$ cat config.mk
export PLATFORM = sky130hd
export DESIGN_NAME = axil_ctrl_slave_flat
export DESIGN_NICKNAME = d
export VERILOG_FILES = /design/src/rtl/axil_ctrl_slave_pkg.sv /design/src/rtl/axil_ctrl_slave_if.sv /design/src/rtl/axil_ctrl_slave.sv /design/src/flat_wrapper.sv
export SDC_FILE = /design/constraint.sdc
export NUM_CORES = 1
export LEC_CHECK = 0
export ABC_CLOCK_PERIOD_IN_PS = 1900
export BUFFER_PORTS_ARGS = -buffer_cell sky130_fd_sc_hd__buf_4
export CORE_ASPECT_RATIO = 0.9
export CORE_MARGIN = 1.5
export CORE_UTILIZATION = 52
export DETAILED_ROUTE_END_ITERATION = 12
export HOLD_SLACK_MARGIN = 0.06
export PLACE_DENSITY = 0.89
export SLEW_MARGIN = 30
export SYNTH_ARGS = -nofsm -noshare
export SYNTH_HDL_FRONTEND = slang
export SYNTH_SLANG_ARGS = --single-unit
$ cat constraint.sdc
create_clock -name clk_0 -period 1.9 [get_ports clk_0]
set_clock_uncertainty 0.1 [all_clocks]
set_input_delay 0.19 -clock clk_0 [delete_from_list [all_inputs] [get_ports clk_0]]
set_output_delay 0.19 -clock clk_0 [all_outputs]
set_load 0.1 [all_outputs]
$ cat src/rtl/axil_ctrl_slave_pkg.sv
// ============================================================================
// Module      : axil_ctrl_pkg
// Description : Shared definitions for the axil_ctrl_slave register block:
//               register byte addresses, AXI response code, channel FSM state
//               types, register-select type and the byte-strobe merge helper.
// Ports       : none (package)
// Options     : AXIL_CTRL_IRQ_EN enables the GIE/IER/ISR registers in the
//               top level; the addresses below are always defined.
// Revision    : 1.0 - initial release
// ============================================================================
`default_nettype none

package axil_ctrl_pkg;

  // Bus data width; the register file is 32 bits wide by construction.
  localparam int AXIL_DATA_W = 32;

  // Register byte addresses
  localparam logic [7:0] ADDR_CTRL   = 8'h00;
  localparam logic [7:0] ADDR_GIE    = 8'h04;
  localparam logic [7:0] ADDR_IER    = 8'h08;
  localparam logic [7:0] ADDR_ISR    = 8'h0C;
  localparam logic [7:0] ADDR_ERR    = 8'h10;
  localparam logic [7:0] ADDR_FRAMES = 8'h20;
  localparam logic [7:0] ADDR_OFFSET = 8'h28;

  localparam logic [1:0] RESP_OKAY = 2'b00;

  typedef enum logic [0:0] {
    WR_IDLE = 1'b0,
    WR_RESP = 1'b1
  } wr_state_e;

  typedef enum logic [0:0] {
    RD_IDLE = 1'b0,
    RD_DATA = 1'b1
  } rd_state_e;

  typedef enum logic [2:0] {
    SEL_NONE   = 3'd0,
    SEL_CTRL   = 3'd1,
    SEL_GIE    = 3'd2,
    SEL_IER    = 3'd3,
    SEL_ISR    = 3'd4,
    SEL_ERR    = 3'd5,
    SEL_FRAMES = 3'd6,
    SEL_OFFSET = 3'd7
  } reg_sel_e;

  // Replace only the bytes whose strobe is set.
  function automatic logic [AXIL_DATA_W-1:0] strb_merge(
    input logic [AXIL_DATA_W-1:0]   old_v,
    input logic [AXIL_DATA_W-1:0]   new_v,
    input logic [AXIL_DATA_W/8-1:0] strb
  );
    logic [AXIL_DATA_W-1:0] res;
    res = old_v;
    for (int b = 0; b < AXIL_DATA_W/8; b++) begin
      if (strb[b]) begin
        res[b*8 +: 8] = new_v[b*8 +: 8];
      end
    end
    return res;
  endfunction

endpackage

`default_nettype wire

$ cat src/rtl/axil_ctrl_slave_if.sv
// ============================================================================
// Module      : axil_ctrl_slave_if
// Description : AXI4-Lite bus bundle between the control master and the
//               axil_ctrl_slave register block.
// Ports       : awaddr/awvalid/awready, wdata/wstrb/wvalid/wready,
//               bresp/bvalid/bready, araddr/arvalid/arready,
//               rdata/rresp/rvalid/rready
// Modports    : master (drives requests), slave (drives responses)
// Revision    : 1.0 - initial release
// ============================================================================
`default_nettype none

interface axil_ctrl_slave_if #(
  parameter int ADDR_W = 6
) ();
  import axil_ctrl_pkg::*;

  logic [ADDR_W-1:0]        awaddr;
  logic                     awvalid;
  logic                     awready;
  logic [AXIL_DATA_W-1:0]   wdata;
  logic [AXIL_DATA_W/8-1:0] wstrb;
  logic                     wvalid;
  logic                     wready;
  logic [1:0]               bresp;
  logic                     bvalid;
  logic                     bready;
  logic [ADDR_W-1:0]        araddr;
  logic                     arvalid;
  logic                     arready;
  logic [AXIL_DATA_W-1:0]   rdata;
  logic [1:0]               rresp;
  logic                     rvalid;
  logic                     rready;

  modport master (
    output awaddr, awvalid, wdata, wstrb, wvalid, bready,
    output araddr, arvalid, rready,
    input  awready, wready, bresp, bvalid,
    input  arready, rdata, rresp, rvalid
  );

  modport slave (
    input  awaddr, awvalid, wdata, wstrb, wvalid, bready,
    input  araddr, arvalid, rready,
    output awready, wready, bresp, bvalid,
    output arready, rdata, rresp, rvalid
  );

endinterface

`default_nettype wire

$ cat src/rtl/axil_ctrl_slave.sv
// ============================================================================
// Module      : axil_ctrl_slave
// Description : AXI4-Lite control/status register file of a streaming
//               accelerator core. Map: 0x00 ctrl (ap_start/done/idle/ready),
//               0x10 error_num (RO), 0x20 test_frame_num, 0x28 frame_offset.
//               Optional 0x04 GIE, 0x08 IER, 0x0C ISR with AXIL_CTRL_IRQ_EN.
// Ports       : clk_0, sync_rst_0 (sync, active-high)
//               s_axi          - AXI4-Lite slave bundle
//               ap_start       - start request to core (cleared by ap_ready)
//               ap_done/ap_idle/ap_ready - core block-level status
//               error_num_i    - core error count, captured on ap_done
//               test_frame_num, frame_offset - RW configuration outputs
//               interrupt      - only when AXIL_CTRL_IRQ_EN is defined
// Revision    : 1.0 - initial release
// ============================================================================
`default_nettype none

module axil_ctrl_slave
  import axil_ctrl_pkg::*;
#(
  parameter int ADDR_W = 6,
  parameter int DATA_W = 32
) (
  input  logic              clk_0,
  input  logic              sync_rst_0,
  axil_ctrl_slave_if.slave  s_axi,
  output logic              ap_start,
  input  logic              ap_done,
  input  logic              ap_idle,
  input  logic              ap_ready,
  input  logic [DATA_W-1:0] error_num_i,
  output logic [DATA_W-1:0] test_frame_num,
  output logic [DATA_W-1:0] frame_offset
`ifdef AXIL_CTRL_IRQ_EN
  ,
  output logic              interrupt
`endif
);

  // Word-aligned decode constants (byte address bits [1:0] are ignored)
  localparam logic [ADDR_W-3:0] c_W_CTRL   = (ADDR_W-2)'(ADDR_CTRL >> 2);
  localparam logic [ADDR_W-3:0] c_W_ERR    = (ADDR_W-2)'(ADDR_ERR >> 2);
  localparam logic [ADDR_W-3:0] c_W_FRAMES = (ADDR_W-2)'(ADDR_FRAMES >> 2);
  localparam logic [ADDR_W-3:0] c_W_OFFSET = (ADDR_W-2)'(ADDR_OFFSET >> 2);
`ifdef AXIL_CTRL_IRQ_EN
  localparam logic [ADDR_W-3:0] c_W_GIE    = (ADDR_W-2)'(ADDR_GIE >> 2);
  localparam logic [ADDR_W-3:0] c_W_IER    = (ADDR_W-2)'(ADDR_IER >> 2);
  localparam logic [ADDR_W-3:0] c_W_ISR    = (ADDR_W-2)'(ADDR_ISR >> 2);
`endif

  // Without the interrupt option the GIE/IER/ISR words decode as unmapped,
  // so they read as zero and ignore writes.
  function automatic reg_sel_e sel_of(input logic [ADDR_W-3:0] word);
    reg_sel_e s;
    s = SEL_NONE;
    if (word == c_W_CTRL)   s = SEL_CTRL;
    if (word == c_W_ERR)    s = SEL_ERR;
    if (word == c_W_FRAMES) s = SEL_FRAMES;
    if (word == c_W_OFFSET) s = SEL_OFFSET;
`ifdef AXIL_CTRL_IRQ_EN
    if (word == c_W_GIE)    s = SEL_GIE;
    if (word == c_W_IER)    s = SEL_IER;
    if (word == c_W_ISR)    s = SEL_ISR;
`endif
    return s;
  endfunction

  // --------------------------------------------------------------------------
  // Write channel state
  // --------------------------------------------------------------------------
  wr_state_e           r_wr_state;
  logic                r_aw_latched;
  logic                r_w_latched;
  logic                r_awready;
  logic                r_wready;
  logic                r_bvalid;
  logic [ADDR_W-3:0]   r_awaddr;
  logic [DATA_W-1:0]   r_wdata;
  logic [DATA_W/8-1:0] r_wstrb;

  // --------------------------------------------------------------------------
  // Read channel state
  // --------------------------------------------------------------------------
  rd_state_e           r_rd_state;
  logic                r_arready;
  logic                r_rvalid;
  logic [DATA_W-1:0]   r_rdata;
  logic                r_rd_is_ctrl;

  // --------------------------------------------------------------------------
  // Register file
  // --------------------------------------------------------------------------
  logic                r_ap_start;
  logic                r_done_sticky;
  logic [DATA_W-1:0]   r_error_num;
  logic [DATA_W-1:0]   r_test_frame_num;
  logic [DATA_W-1:0]   r_frame_offset;

  logic                w_wr_commit;
  reg_sel_e            w_wr_sel;
  reg_sel_e            w_rd_sel;
  logic [DATA_W-1:0]   w_rd_data;
  logic                w_start_set;
  logic                w_done_clr;

  // Both halves of the write are held for one cycle before the update so the
  // register file sees a single, stable address/data/strobe set.
  assign w_wr_commit = (r_wr_state == WR_IDLE) && r_aw_latched && r_w_latched;
  assign w_wr_sel    = sel_of(r_awaddr);
  assign w_rd_sel    = sel_of(s_axi.araddr[ADDR_W-1:2]);
  assign w_start_set = w_wr_commit && (w_wr_sel == SEL_CTRL) && r_wstrb[0] && r_wdata[0];
  // The sticky done bit is consumed only when a ctrl read actually completes.
  assign w_done_clr  = (r_rd_state == RD_DATA) && s_axi.rready && r_rd_is_ctrl;

`ifdef AXIL_CTRL_IRQ_EN
  logic       r_gie;
  logic [1:0] r_ier;
  logic [1:0] r_isr;
  logic       r_irq;
  logic [1:0] w_isr_set;
  logic [1:0] w_isr_tog;

  assign w_isr_set = {ap_ready & r_ier[1], ap_done & r_ier[0]};
  assign w_isr_tog = (w_wr_commit && (w_wr_sel == SEL_ISR) && r_wstrb[0]) ?
                     r_wdata[1:0] : 2'b00;
  assign interrupt = r_irq;
`endif

  // Read data multiplexer; live core status bits are sampled at AR accept.
  always_comb begin
    w_rd_data = '0;
    case (w_rd_sel)
      SEL_CTRL:   w_rd_data = {{(DATA_W-4){1'b0}}, ap_ready, ap_idle, r_done_sticky, r_ap_start};
      SEL_ERR:    w_rd_data = r_error_num;
      SEL_FRAMES: w_rd_data = r_test_frame_num;
      SEL_OFFSET: w_rd_data = r_frame_offset;
`ifdef AXIL_CTRL_IRQ_EN
      SEL_GIE:    w_rd_data = {{(DATA_W-1){1'b0}}, r_gie};
      SEL_IER:    w_rd_data = {{(DATA_W-2){1'b0}}, r_ier};
      SEL_ISR:    w_rd_data = {{(DATA_W-2){1'b0}}, r_isr};
`endif
      default:    w_rd_data = '0;
    endcase
  end

  // --------------------------------------------------------------------------
  // Write FSM: AW and W are captured independently, then committed together.
  // --------------------------------------------------------------------------
  always_ff @(posedge clk_0) begin
    if (sync_rst_0) begin
      r_wr_state   <= WR_IDLE;
      r_aw_latched <= 1'b0;
      r_w_latched  <= 1'b0;
      r_awready    <= 1'b0;
      r_wready     <= 1'b0;
      r_bvalid     <= 1'b0;
      r_awaddr     <= '0;
      r_wdata      <= '0;
      r_wstrb      <= '0;
    end else begin
      case (r_wr_state)
        WR_IDLE: begin
          if (r_aw_latched && r_w_latched) begin
            r_bvalid   <= 1'b1;
            r_wr_state <= WR_RESP;
          end else begin
            if (s_axi.awvalid && r_awready) begin
              r_awaddr     <= s_axi.awaddr[ADDR_W-1:2];
              r_aw_latched <= 1'b1;
              r_awready    <= 1'b0;
            end else begin
              r_awready    <= !r_aw_latched;
            end
            if (s_axi.wvalid && r_wready) begin
              r_wdata     <= s_axi.wdata;
              r_wstrb     <= s_axi.wstrb;
              r_w_latched <= 1'b1;
              r_wready    <= 1'b0;
            end else begin
              r_wready    <= !r_w_latched;
            end
          end
        end
        WR_RESP: begin
          if (s_axi.bready) begin
            r_bvalid     <= 1'b0;
            r_aw_latched <= 1'b0;
            r_w_latched  <= 1'b0;
            r_awready    <= 1'b1;
            r_wready     <= 1'b1;
            r_wr_state   <= WR_IDLE;
          end
        end
        default: r_wr_state <= WR_IDLE;
      endcase
    end
  end

  // --------------------------------------------------------------------------
  // Read FSM: data is captured at AR accept and held until R handshake.
  // --------------------------------------------------------------------------
  always_ff @(posedge clk_0) begin
    if (sync_rst_0) begin
      r_rd_state   <= RD_IDLE;
      r_arready    <= 1'b0;
      r_rvalid     <= 1'b0;
      r_rdata      <= '0;
      r_rd_is_ctrl <= 1'b0;
    end else begin
      case (r_rd_state)
        RD_IDLE: begin
          if (r_arready && s_axi.arvalid) begin
            r_rdata      <= w_rd_data;
            r_rvalid     <= 1'b1;
            r_arready    <= 1'b0;
            r_rd_is_ctrl <= (w_rd_sel == SEL_CTRL);
            r_rd_state   <= RD_DATA;
          end else begin
            r_arready    <= 1'b1;
          end
        end
        RD_DATA: begin
          if (s_axi.rready) begin
            r_rvalid   <= 1'b0;
            r_arready  <= 1'b1;
            r_rd_state <= RD_IDLE;
          end
        end
        default: r_rd_state <= RD_IDLE;
      endcase
    end
  end

  // --------------------------------------------------------------------------
  // Register updates
  // --------------------------------------------------------------------------
  always_ff @(posedge clk_0) begin
    if (sync_rst_0) begin
      r_ap_start       <= 1'b0;
      r_done_sticky    <= 1'b0;
      r_error_num      <= '0;
      r_test_frame_num <= '0;
      r_frame_offset   <= '0;
`ifdef AXIL_CTRL_IRQ_EN
      r_gie            <= 1'b0;
      r_ier            <= 2'b00;
      r_isr            <= 2'b00;
      r_irq            <= 1'b0;
`endif
    end else begin
      // A software start coinciding with ap_ready must not be lost.
      if (w_start_set) begin
        r_ap_start <= 1'b1;
      end else if (ap_ready) begin
        r_ap_start <= 1'b0;
      end

      // A new done event outranks the clear from a completing ctrl read.
      if (ap_done) begin
        r_done_sticky <= 1'b1;
      end else if (w_done_clr) begin
        r_done_sticky <= 1'b0;
      end

      if (ap_done) begin
        r_error_num <= error_num_i;
      end

      if (w_wr_commit && (w_wr_sel == SEL_FRAMES)) begin
        r_test_frame_num <= strb_merge(r_test_frame_num, r_wdata, r_wstrb);
      end
      if (w_wr_commit && (w_wr_sel == SEL_OFFSET)) begin
        r_frame_offset <= strb_merge(r_frame_offset, r_wdata, r_wstrb);
      end

`ifdef AXIL_CTRL_IRQ_EN
      if (w_wr_commit && (w_wr_sel == SEL_GIE) && r_wstrb[0]) begin
        r_gie <= r_wdata[0];
      end
      if (w_wr_commit && (w_wr_sel == SEL_IER) && r_wstrb[0]) begin
        r_ier <= r_wdata[1:0];
      end
      // New events set bits even when software toggles them in the same cycle.
      r_isr <= (r_isr ^ w_isr_tog) | w_isr_set;
      r_irq <= r_gie & (|r_isr);
`endif
    end
  end

  // --------------------------------------------------------------------------
  // Outputs
  // --------------------------------------------------------------------------
  assign s_axi.awready = r_awready;
  assign s_axi.wready  = r_wready;
  assign s_axi.bvalid  = r_bvalid;
  assign s_axi.bresp   = RESP_OKAY;
  assign s_axi.arready = r_arready;
  assign s_axi.rvalid  = r_rvalid;
  assign s_axi.rdata   = r_rdata;
  assign s_axi.rresp   = RESP_OKAY;

  assign ap_start       = r_ap_start;
  assign test_frame_num = r_test_frame_num;
  assign frame_offset   = r_frame_offset;

  // Sub-word address bits carry no meaning for a 32-bit register file.
  logic w_unused;
  assign w_unused = ^{s_axi.awaddr[1:0], s_axi.araddr[1:0]};

endmodule

`default_nettype wire

$ cat src/flat_wrapper.sv
// flat-port wrapper written by rule: the top's interface ports become plain ports
module axil_ctrl_slave_flat import axil_ctrl_pkg::*;
#(
  parameter int ADDR_W = 6,
  parameter int DATA_W = 32
)
  (clk_0, sync_rst_0, ap_start, ap_done, ap_idle, ap_ready, error_num_i, test_frame_num, frame_offset, s_axi_awaddr, s_axi_awvalid, s_axi_wdata, s_axi_wstrb, s_axi_wvalid, s_axi_bready, s_axi_araddr, s_axi_arvalid, s_axi_rready, s_axi_awready, s_axi_wready, s_axi_bresp, s_axi_bvalid, s_axi_arready, s_axi_rdata, s_axi_rresp, s_axi_rvalid);
  axil_ctrl_slave_if #(.ADDR_W(ADDR_W)) s_axi_i ();
  input  logic clk_0;
  input  logic sync_rst_0;
  output logic ap_start;
  input  logic ap_done;
  input  logic ap_idle;
  input  logic ap_ready;
  input  logic [DATA_W-1:0] error_num_i;
  output logic [DATA_W-1:0] test_frame_num;
  output logic [DATA_W-1:0] frame_offset;
  input wire logic [$bits(s_axi_i.awaddr)-1:0] s_axi_awaddr;
  input wire logic [$bits(s_axi_i.awvalid)-1:0] s_axi_awvalid;
  input wire logic [$bits(s_axi_i.wdata)-1:0] s_axi_wdata;
  input wire logic [$bits(s_axi_i.wstrb)-1:0] s_axi_wstrb;
  input wire logic [$bits(s_axi_i.wvalid)-1:0] s_axi_wvalid;
  input wire logic [$bits(s_axi_i.bready)-1:0] s_axi_bready;
  input wire logic [$bits(s_axi_i.araddr)-1:0] s_axi_araddr;
  input wire logic [$bits(s_axi_i.arvalid)-1:0] s_axi_arvalid;
  input wire logic [$bits(s_axi_i.rready)-1:0] s_axi_rready;
  output wire logic [$bits(s_axi_i.awready)-1:0] s_axi_awready;
  output wire logic [$bits(s_axi_i.wready)-1:0] s_axi_wready;
  output wire logic [$bits(s_axi_i.bresp)-1:0] s_axi_bresp;
  output wire logic [$bits(s_axi_i.bvalid)-1:0] s_axi_bvalid;
  output wire logic [$bits(s_axi_i.arready)-1:0] s_axi_arready;
  output wire logic [$bits(s_axi_i.rdata)-1:0] s_axi_rdata;
  output wire logic [$bits(s_axi_i.rresp)-1:0] s_axi_rresp;
  output wire logic [$bits(s_axi_i.rvalid)-1:0] s_axi_rvalid;
  assign s_axi_i.awaddr = s_axi_awaddr;
  assign s_axi_i.awvalid = s_axi_awvalid;
  assign s_axi_i.wdata = s_axi_wdata;
  assign s_axi_i.wstrb = s_axi_wstrb;
  assign s_axi_i.wvalid = s_axi_wvalid;
  assign s_axi_i.bready = s_axi_bready;
  assign s_axi_i.araddr = s_axi_araddr;
  assign s_axi_i.arvalid = s_axi_arvalid;
  assign s_axi_i.rready = s_axi_rready;
  assign s_axi_awready = s_axi_i.awready;
  assign s_axi_wready = s_axi_i.wready;
  assign s_axi_bresp = s_axi_i.bresp;
  assign s_axi_bvalid = s_axi_i.bvalid;
  assign s_axi_arready = s_axi_i.arready;
  assign s_axi_rdata = s_axi_i.rdata;
  assign s_axi_rresp = s_axi_i.rresp;
  assign s_axi_rvalid = s_axi_i.rvalid;
  axil_ctrl_slave #(.ADDR_W(ADDR_W), .DATA_W(DATA_W)) u_core (.clk_0(clk_0), .sync_rst_0(sync_rst_0), .s_axi(s_axi_i), .ap_start(ap_start), .ap_done(ap_done), .ap_idle(ap_idle), .ap_ready(ap_ready), .error_num_i(error_num_i), .test_frame_num(test_frame_num), .frame_offset(frame_offset));
endmodule
# After elaboration in Yosys (flattened, before gate mapping)
# Index checks and enable logic that the tools add are counted.
[totals]
inputBits = 90
latch_bits = 0
register_bits = 180
out_inout_bits = 106
romBits = 0
mem_count = 0
word_cells = 124
ram_bits = 0
[classes]
n_mux = 41
add_sub_neg = 0
bitwise_logic = 3
n_lt_le_gt_ge = 0
eq_ne = 20
n_shift = 0
reduce_logical = 35
n_div = 0
mul = 0
[ops]
columns = ["op", "count"]
rows = [
  ["32-bit one-hot mux with 4 select lines", 1],
  ["1-bit two-way mux", 25],
  ["2-bit AND reduction", 12],
  ["3-bit two-way mux", 6],
  ["1-bit one-hot mux with 2 select lines", 9],
  ["4-bit == test (second input constant)", 4],
  ["3-bit == test (second input constant)", 5],
  ["1-bit logical AND", 13],
  ["2-bit inequality test (second input constant)", 6],
  ["3-bit AND reduction", 4],
  ["4-bit by 3-bit == test with 1-bit output (second input constant)", 2],
  ["4-bit logical NOT", 2],
  ["3-bit by 1-bit == test with 1-bit output (second input constant)", 2],
  ["2-bit nonzero test", 2],
  ["1-bit NOT", 3],
  ["1-bit logical NOT", 2],
  ["2-bit by 1-bit inequality test with 1-bit output (second input constant)", 1],
]

# Depth between registers and ports, before layout
# Gate-level depths: netlist (run 1).
[depth]
ltp_word = 10
depth_mapped = 7
depth_no_buf = 4

# Least setup slack after synthesis (run 1)
# Ideal clock, no wire load.
[synth_timing]
path_type = "register -> register"
startpoint = "reg u_core.r_wready (netlist: u_core.s_axi.wready)"
endpoint = "reg u_core.r_wdata[25]"
path_slack_ns = -0.161
t_required_ns = 1.668
setup_ns = 0.132
path_stages_with_launch = 5
n_path_buf = 1
period_less_slack_ns = 2.061
arrival_time_ns = 1.829
path_cell_list = "dfxtp_1 -> nand3_1 -> clkbuf_1 -> nand2_1 -> a21oi_1"
[synth_via]
elab_chain_len = 2
[synth_rtl]
columns = ["element", "line", "source"]
rows = [
  ["start, declared", "axil_ctrl_slave.sv:75", "logic r_wready;"],
  ["start signal, assigned", "axil_ctrl_slave.sv:180", "r_wready <= !r_w_latched;"],
  ["1-bit logical AND", "axil_ctrl_slave.sv:174", "if (s_axi.wvalid && r_wready) begin"],
  ["3-bit AND reduction (no line)", "n/a", ""],
  ["end signal, assigned", "axil_ctrl_slave.sv:175", "r_wdata <= s_axi.wdata;"],
  ["end, declared", "axil_ctrl_slave.sv:78", "logic [DATA_W-1:0] r_wdata;"],
]
# No other way between the ends.
# A chain may end at the register's enable or synchronous reset.

# Worst setup path after layout (run 1)
[layout_timing]
startpoint = "reg u_core.r_awaddr[3]"
endpoint = "reg u_core.r_test_frame_num[17] (netlist: u_core.test_frame_num[17])"
[layout_via]
elab_chain_len = 8
elab_cells_between_ends = 11
classes_between = "4 x eq/ne; 4 x mux; 3 x reduce/logical"
[layout_rtl]
columns = ["element", "line", "source"]
rows = [
  ["start, declared", "axil_ctrl_slave.sv:77", "logic [ADDR_W-3:0] r_awaddr;"],
  ["start signal, assigned", "axil_ctrl_slave.sv:168", "r_awaddr <= s_axi.awaddr[ADDR_W-1:2];"],
  ["4-bit logical NOT", "axil_ctrl_slave.sv:56", "if (word == c_W_CTRL) s = SEL_CTRL;"],
  ["1-bit two-way mux", "axil_ctrl_slave.sv:56", ""],
  ["3-bit two-way mux", "axil_ctrl_slave.sv:57", "if (word == c_W_ERR) s = SEL_ERR;"],
  ["3-bit two-way mux", "axil_ctrl_slave.sv:58", "if (word == c_W_FRAMES) s = SEL_FRAMES;"],
  ["3-bit two-way mux *", "axil_ctrl_slave.sv:59", "if (word == c_W_OFFSET) s = SEL_OFFSET;"],
  ["3-bit == test *", "axil_ctrl_slave.sv:269", "if (w_wr_commit && (w_wr_sel == SEL_FRAMES)) begin"],
  ["1-bit logical AND *", "axil_ctrl_slave.sv:269", ""],
  ["2-bit AND reduction (no line) *", "n/a", ""],
  ["end signal, assigned", "axil_ctrl_slave.sv:270", "r_test_frame_num <= strb_merge(r_test_frame_num, r_wdata, r_wstrb);"],
  ["end, declared", "axil_ctrl_slave.sv:96", "logic [DATA_W-1:0] r_test_frame_num;"],
]
# Mark *: on every way between the ends. The rest lies on a longest branch, timed or not.

==> results.cfg, run 1 <==
[place]
dp_slack_ps = -72.9
dpl.hpwl_um = 13100
place_congestion = 0.832
io_buffers = 187
dpl-instance-area_um2 = 8570

[logic_synthesis]
netlist_instances = 745
synth.distinct_cells = 36
synth_top_area_share_pct = 51.8
synth_warnings = 0
ys_seq_area_share_pct = 51.8
syn_avg_cell_area_um2 = 9.34
ys_seq_elements = 180
ys_top_cells_by_area = dfxtp_1, mux2i_1, nor2_1, nand2_1, a22o_1
synth_top_area_cell = dfxtp_1
syn_area_um2 = 6960

[setup_path]
crit_path_cell_trace = nor2b_1 -> nand4_2 -> mux2i_1 -> nor2_1
r2r_slack_ps = -80
required_ps = 2100
cp_top_family = simple AND/OR/NAND/NOR gates
crit_slowest_cell = nand4_2
r2r-end = u_core.test_frame_num[17]$_SDFFE_PP0P_
reg2reg_depth = 4
rr_startpoint = u_core.r_awaddr[3]$_SDFFE_PP0P_
crit_end = u_core.test_frame_num[17]$_SDFFE_PP0P_
critPathLaunch = u_core.r_awaddr[3]$_SDFFE_PP0P_
critical_path_buf_inv_count = 0
critPathMaxFanout = 8
slowest_delay_ps = 480
cp.depth = 4
startpoint_type = flop
cp-end-kind = flop
critPathKind = reg2reg
critPathArrivalTime_ps = 2180

[drt]
viasPerCell = 5.64
drtIter0Drc = 615
vias = 6620
wl_per_cell_um = 19.2
ant_nets = 0
drc = 0
finalWirelength_um = 22500
drtPass1Iterations = 5

[floorplanning]
die_width_um = 125
num_rows = 39
die_area_um2 = 14100
initial_core_util_pct = 54.0
ios = 196
dieHeight_um = 113
coreArea_um2 = 12900

[clocking]
clockBufferDepth = 2
clock-sinks = 180
worstSkewPairLatency_ps = 440
numCtsBuffers = 17
clk_pin_slew_worst_paths_ps = 70
h-tree-depth = 4
cts_setup_buffers = 0
cts_tree = yes
cts-root-buf = clkbuf_16

[power]
totalPowerFinal_w = 0.00851
ir_drop_uv = 702
power_leakage_nw = 4.30
power_density_nw_per_um2 = 852

[timing]
worst_slack_ps = -78.8
rsz0062_at_grt = yes
hold_viol_final = 0
fmax_mhz = 505
fin_crit_ps = 1980
worst_pin_slew_ps = 923
setup_violations = 3
slew_viol_final = 0
min_period_over_period_pct = 104
relSlewSlack_pct = 38.3

[global_routing]
antenna_found_initial = 1
grt_overflow_total = 0
grt_pass1_vias = 6661
grt_start_max_net_pins = 95
grt_pass1_wl_um = 35200
grt_use_total_pct = 32.1

[run_status]
outcome = finished with violations
violations = negative setup slack

[final_layout]
final_nets = 1086
drive_gt1_share_pct = 25.9
stdcell_area_um2 = 9990
n_antenna_cell = 0
syn_to_final_growth_pct = 43.5
layout_commonest_cell = buf_4
final_cell_mix = buf_4, dfxtp_1, nor2_1

[flow_run]
max_cap_viol_count = 0

[worst_hold_path]
hp-class = in2reg
hold_depth = 4
through the flow:
stage / util [%] / TNS [ps] / instances / hold slack (ps)
2_1_floorplan: - / 0 / 748 / 189
3_3_place_gp: 66.5 / -74.3 / 1060 / 292
3_5_place_dp: 66.5 / -669 / 1060 / 297
4_1_cts: 77.6 / 0 / 1173 / 65.1
5_1_grt: 77.6 / -312 / 1173 / 115
6_report: 77.6 / -83.4 / 1173 / 82.2
cell families after synthesis:
logic type / after synthesis / synth area share, %
flip-flops: 180 / 51.8
AO/OA/AOI/OAI: 148 / 13.9
other: 1 / 0.0539
multiplexers: 101 / 14.5
AND/OR/NAND/NOR: 256 / 16.1
buffers and inverters: 59 / 3.67
where the power goes:
group          switching, W  total [W]  internal [W]
Clock               0.00152    0.00365       0.00213
Combinational      0.000500   0.000891      0.000392
Sequential        0.0000858    0.00397       0.00388
worst register-to-register path, stage by stage, from the launching register on:
cell and delay [ps]:
dfxtp_1 410, nor2b_1 390, nand4_2 480, mux2i_1 390, nor2_1 70
Yosys cell counts:
cell type,instances
nor2_1,119
nor4b_1,4
a211oi_1,1
and2_1,1
mux2_2,1
nand4_2,3
nand2b_1,1
a22oi_1,31
o211ai_1,1
buf_2,15
dfxtp_1,180
nor2b_1,3
and3b_1,1
a22o_1,35
inv_1,1
nor4_1,1
and3_1,3
mux2i_1,100
nand3b_1,5
buf_4,4
nor3_1,2
nand4bb_4,1
a32oi_1,1
o21ai_0,32
a21oi_1,45
nand2_1,104
conb_1,1
clkbuf_1,39
nor4bb_1,1
nand4b_1,1
nor4_4,1
a21o_2,1
nand3_1,3
or2_2,1
and3b_2,1
a311oi_1,1
how the worst min path moves through the flow:
stage	from	endpoint	slack, ps
finish	ap_idle	u_core.s_axi.rdata[2]$_SDFFE_PP0P_	80
global route	ap_idle	u_core.s_axi.rdata[2]$_SDFFE_PP0P_	120
CTS	ap_idle	u_core.s_axi.rdata[2]$_SDFFE_PP0P_	70
detailed placement	s_axi_rready	u_core.s_axi.rvalid$_SDFFE_PP0P_	300
global placement	s_axi_rready	u_core.s_axi.rvalid$_SDFFE_PP0P_	290
floorplan	s_axi_rready	u_core.s_axi.rvalid$_SDFFE_PP0P_	190
per-layer routing:
layer,vias up,GRT usage [%],share of wire [%]
li1,3078,-,-
met1,3145,38.0,39
met2,327,55.1,50
met3,68,8.42,7.9
met4,2,14.2,3.2
met5,-,0,0.044
flip-flops by register name, summed over array words and instances, names as in the netlist, 4 cells and up:
name,cells
u_core.s_axi.rdata,32
u_core.r_awaddr,4
u_core.r_wdata,32
u_core.test_frame_num,32
u_core.frame_offset,32
u_core.r_wstrb,4
u_core.r_error_num,32
timing repair:
action                                  in CTS  in global routing
endpoints found under the setup margin       0                 12
endpoints found under the hold margin       86                  0
resized for setup                            0                  1
hold buffers                                81                  0
layout make-up:
class	count	area [um2]
well taps	164	205
fillers	815	2890
clock buffers	19	453
repair buffers	287	2390
inverters	1	3.75
flip-flops and latches	180	3610
multi-input cells	509	3170
clock inverters	13	156
(Power assumes the default switching activity.)
==> inputs of run 2 (changes only) <==
--- a/config.mk
+++ b/config.mk
@@ -9,3 +9,2 @@
 export BUFFER_PORTS_ARGS = -buffer_cell sky130_fd_sc_hd__buf_4
-export CORE_ASPECT_RATIO = 0.9
 export CORE_MARGIN = 1.5
==> constraint.sdc (replaced) <==
create_clock -name clk_0 -period 1.9 [get_ports clk_0]
set_clock_uncertainty 0.1 [all_clocks]
set_input_delay 0.38 -clock clk_0 [delete_from_list [all_inputs] [get_ports clk_0]]
set_output_delay 0.38 -clock clk_0 [all_outputs]
set_load 0.1 [all_outputs]
==> results.cfg, run 2 (synthesis gave the netlist of run 1 again) <==
[setup_path]
rr_startpoint = u_core.r_aw_latched$_SDFFE_PP0P_
r2r-end = u_core.frame_offset[8]$_SDFFE_PP0P_
cp-end-kind = flop
reg2reg_depth = 5
r2r_slack_ps = 120
critPathArrivalTime_ps = 1990
required_ps = 2100
critPathMaxFanout = 8
startpoint_type = flop
critPathKind = reg2reg

[final_layout]
syn_to_final_growth_pct = 34.0
fin_util_pct = 71.0
drive_gt1_share_pct = 29.1
final_cell_mix = buf_4, dfxtp_1, nor2_1
final_nets = 1020
layout_commonest_cell = buf_4
n_antenna_cell = 0

[global_routing]
grt_pass1_wl_um = 30300
grt_pass1_vias = 5963
grt_start_max_net_pins = 98
antenna_found_initial = 0
grt_overflow_total = 0
grt_use_total_pct = 27.5

[worst_hold_path]
hold_path_end = u_core.r_error_num[2]$_SDFFE_PP0P_
hold_path_startpoint = error_num_i[2]
hp-class = in2reg
hold_depth = 3

[floorplanning]
ios = 196
num_rows = 42
coreArea_um2 = 13100
die_width_um = 119
dieHeight_um = 119
die_area_um2 = 14100
initial_core_util_pct = 53.0

[timing]
setup_violations = 0
worst_slack_ps = 116
fin_crit_ps = 1780
rsz0062_at_grt = no
slew_viol_final = 0
fmax_mhz = 561
min_period_over_period_pct = 93.9
worst_pin_slew_ps = 1010
hold_viol_final = 0
relSlewSlack_pct = 32.1

[clocking]
clockBufferDepth = 2
h-tree-depth = 4
cts_tree = yes
numCtsBuffers = 17
clock-sinks = 180
clk_pin_slew_worst_paths_ps = 70
cts_setup_buffers = 0
worstSkewPairLatency_ps = 430
cts-root-buf = clkbuf_16

[run_status]
outcome = finished clean

[power]
power_density_nw_per_um2 = 910
power_leakage_nw = 4.02
ir_drop_uv = 561

[drt]
vias = 6217
drtPass1Iterations = 5
finalWirelength_um = 19500
drc = 0
viasPerCell = 5.56
drtIter0Drc = 451
wl_per_cell_um = 17.4
ant_nets = 0

[place]
dp_slack_ps = -356
place_congestion = 0.805
dpl.hpwl_um = 12900
io_buffers = 187

[flow_run]
max_cap_viol_count = 0
-- run 2: cell count changes in the layout (fill, tap and decap cells not counted), sizes merged --
cell | before | now
clkinv | 7 | 3
inv | 2 | 3
buf | 206 | 219
bufinv | 3 | 4
clkinvlp | 2 | 5
nor2b | 3 | 4
clkbuf | 19 | 18
dlygate4sd3 | 81 | 1
-- run 2: per-layer routing --
layer  wire length, um  global-route usage, %
met5                 0                      0
met2              9580                   46.3
met4               614                   13.8
met1              8220                   33.5
met3              1100                   5.60
-- run 2: stage by stage --
stage | setup TNS (ps) | instance area (um2) | power [W] | hold slack (ps) | cells
final | 0 | 9330 | 0.00849 | 78.2 | 1119
after global routing | 0 | 9330 | 0.00874 | 83.1 | 1119
after CTS | 0 | 9310 | 0.00850 | 65.1 | 1118
after detailed placement | -9110 | 8660 | 0.00478 | 344 | 1085
after global placement | -6450 | 8660 | 0.00476 | 337 | 1085
after floorplan | 0 | 6980 | 0.00448 | 337 | 748
-- run 2: repair_timing --
| item | CTS | global route |
|---|---|---|
| hold buffers | 1 | 0 |
| setup endpoints to repair | 0 | 2 |
| resized for setup | 0 | 0 |
| hold endpoints to repair | 1 | 0 |
-- run 2: how the worst max path moves through the flow --
| stage | start | endpoint | slack [ps] | cells past startpoint |
|---|---|---|---|---|
| 6_report | u_core.r_aw_latched$_SDFFE_PP0P_ | u_core.frame_offset[8]$_SDFFE_PP0P_ | 120 | 5 |
| 2_1_floorplan | u_core.s_axi.arready$_SDFFE_PP0P_ | u_core.s_axi.rdata[10]$_SDFFE_PP0P_ | 160 | 6 |
| 5_1_grt | u_core.r_awaddr[3]$_SDFFE_PP0P_ | u_core.test_frame_num[4]$_SDFFE_PP0P_ | 30 | 4 |
| 3_3_place_gp | s_axi_araddr[5] | u_core.s_axi.rdata[23]$_SDFFE_PP0P_ | -240 | 6 |
| 3_5_place_dp | s_axi_araddr[5] | u_core.s_axi.rdata[24]$_SDFFE_PP0P_ | -360 | 6 |
| 4_1_cts | s_axi_araddr[5] | u_core.s_axi.rdata[10]$_SDFFE_PP0P_ | 50 | 6 |
-- run 2: layout make-up --
type	instances	area, um2
fill	983	3810
tap	176	220
clock buffer	18	439
inverter	1	3.75
multi-input combinational	510	3170
clock inverter	14	201
sequential	180	3610
timing repair buffer	220	1680
-- run 2: worst max-delay path, cell delays in order, from the launching register on --
cell       delay [ps]
dfxtp_1           480
nand4bb_4         210
nor4b_2           300
buf_4             250
mux2i_1           230
nor2_1             70
-- run 2: where the power goes --
group	internal [W]	switching (W)
logic	0.000296	0.000454
registers	0.00388	0.0000863
clock network	0.00225	0.00152
total	0.00643	0.00206
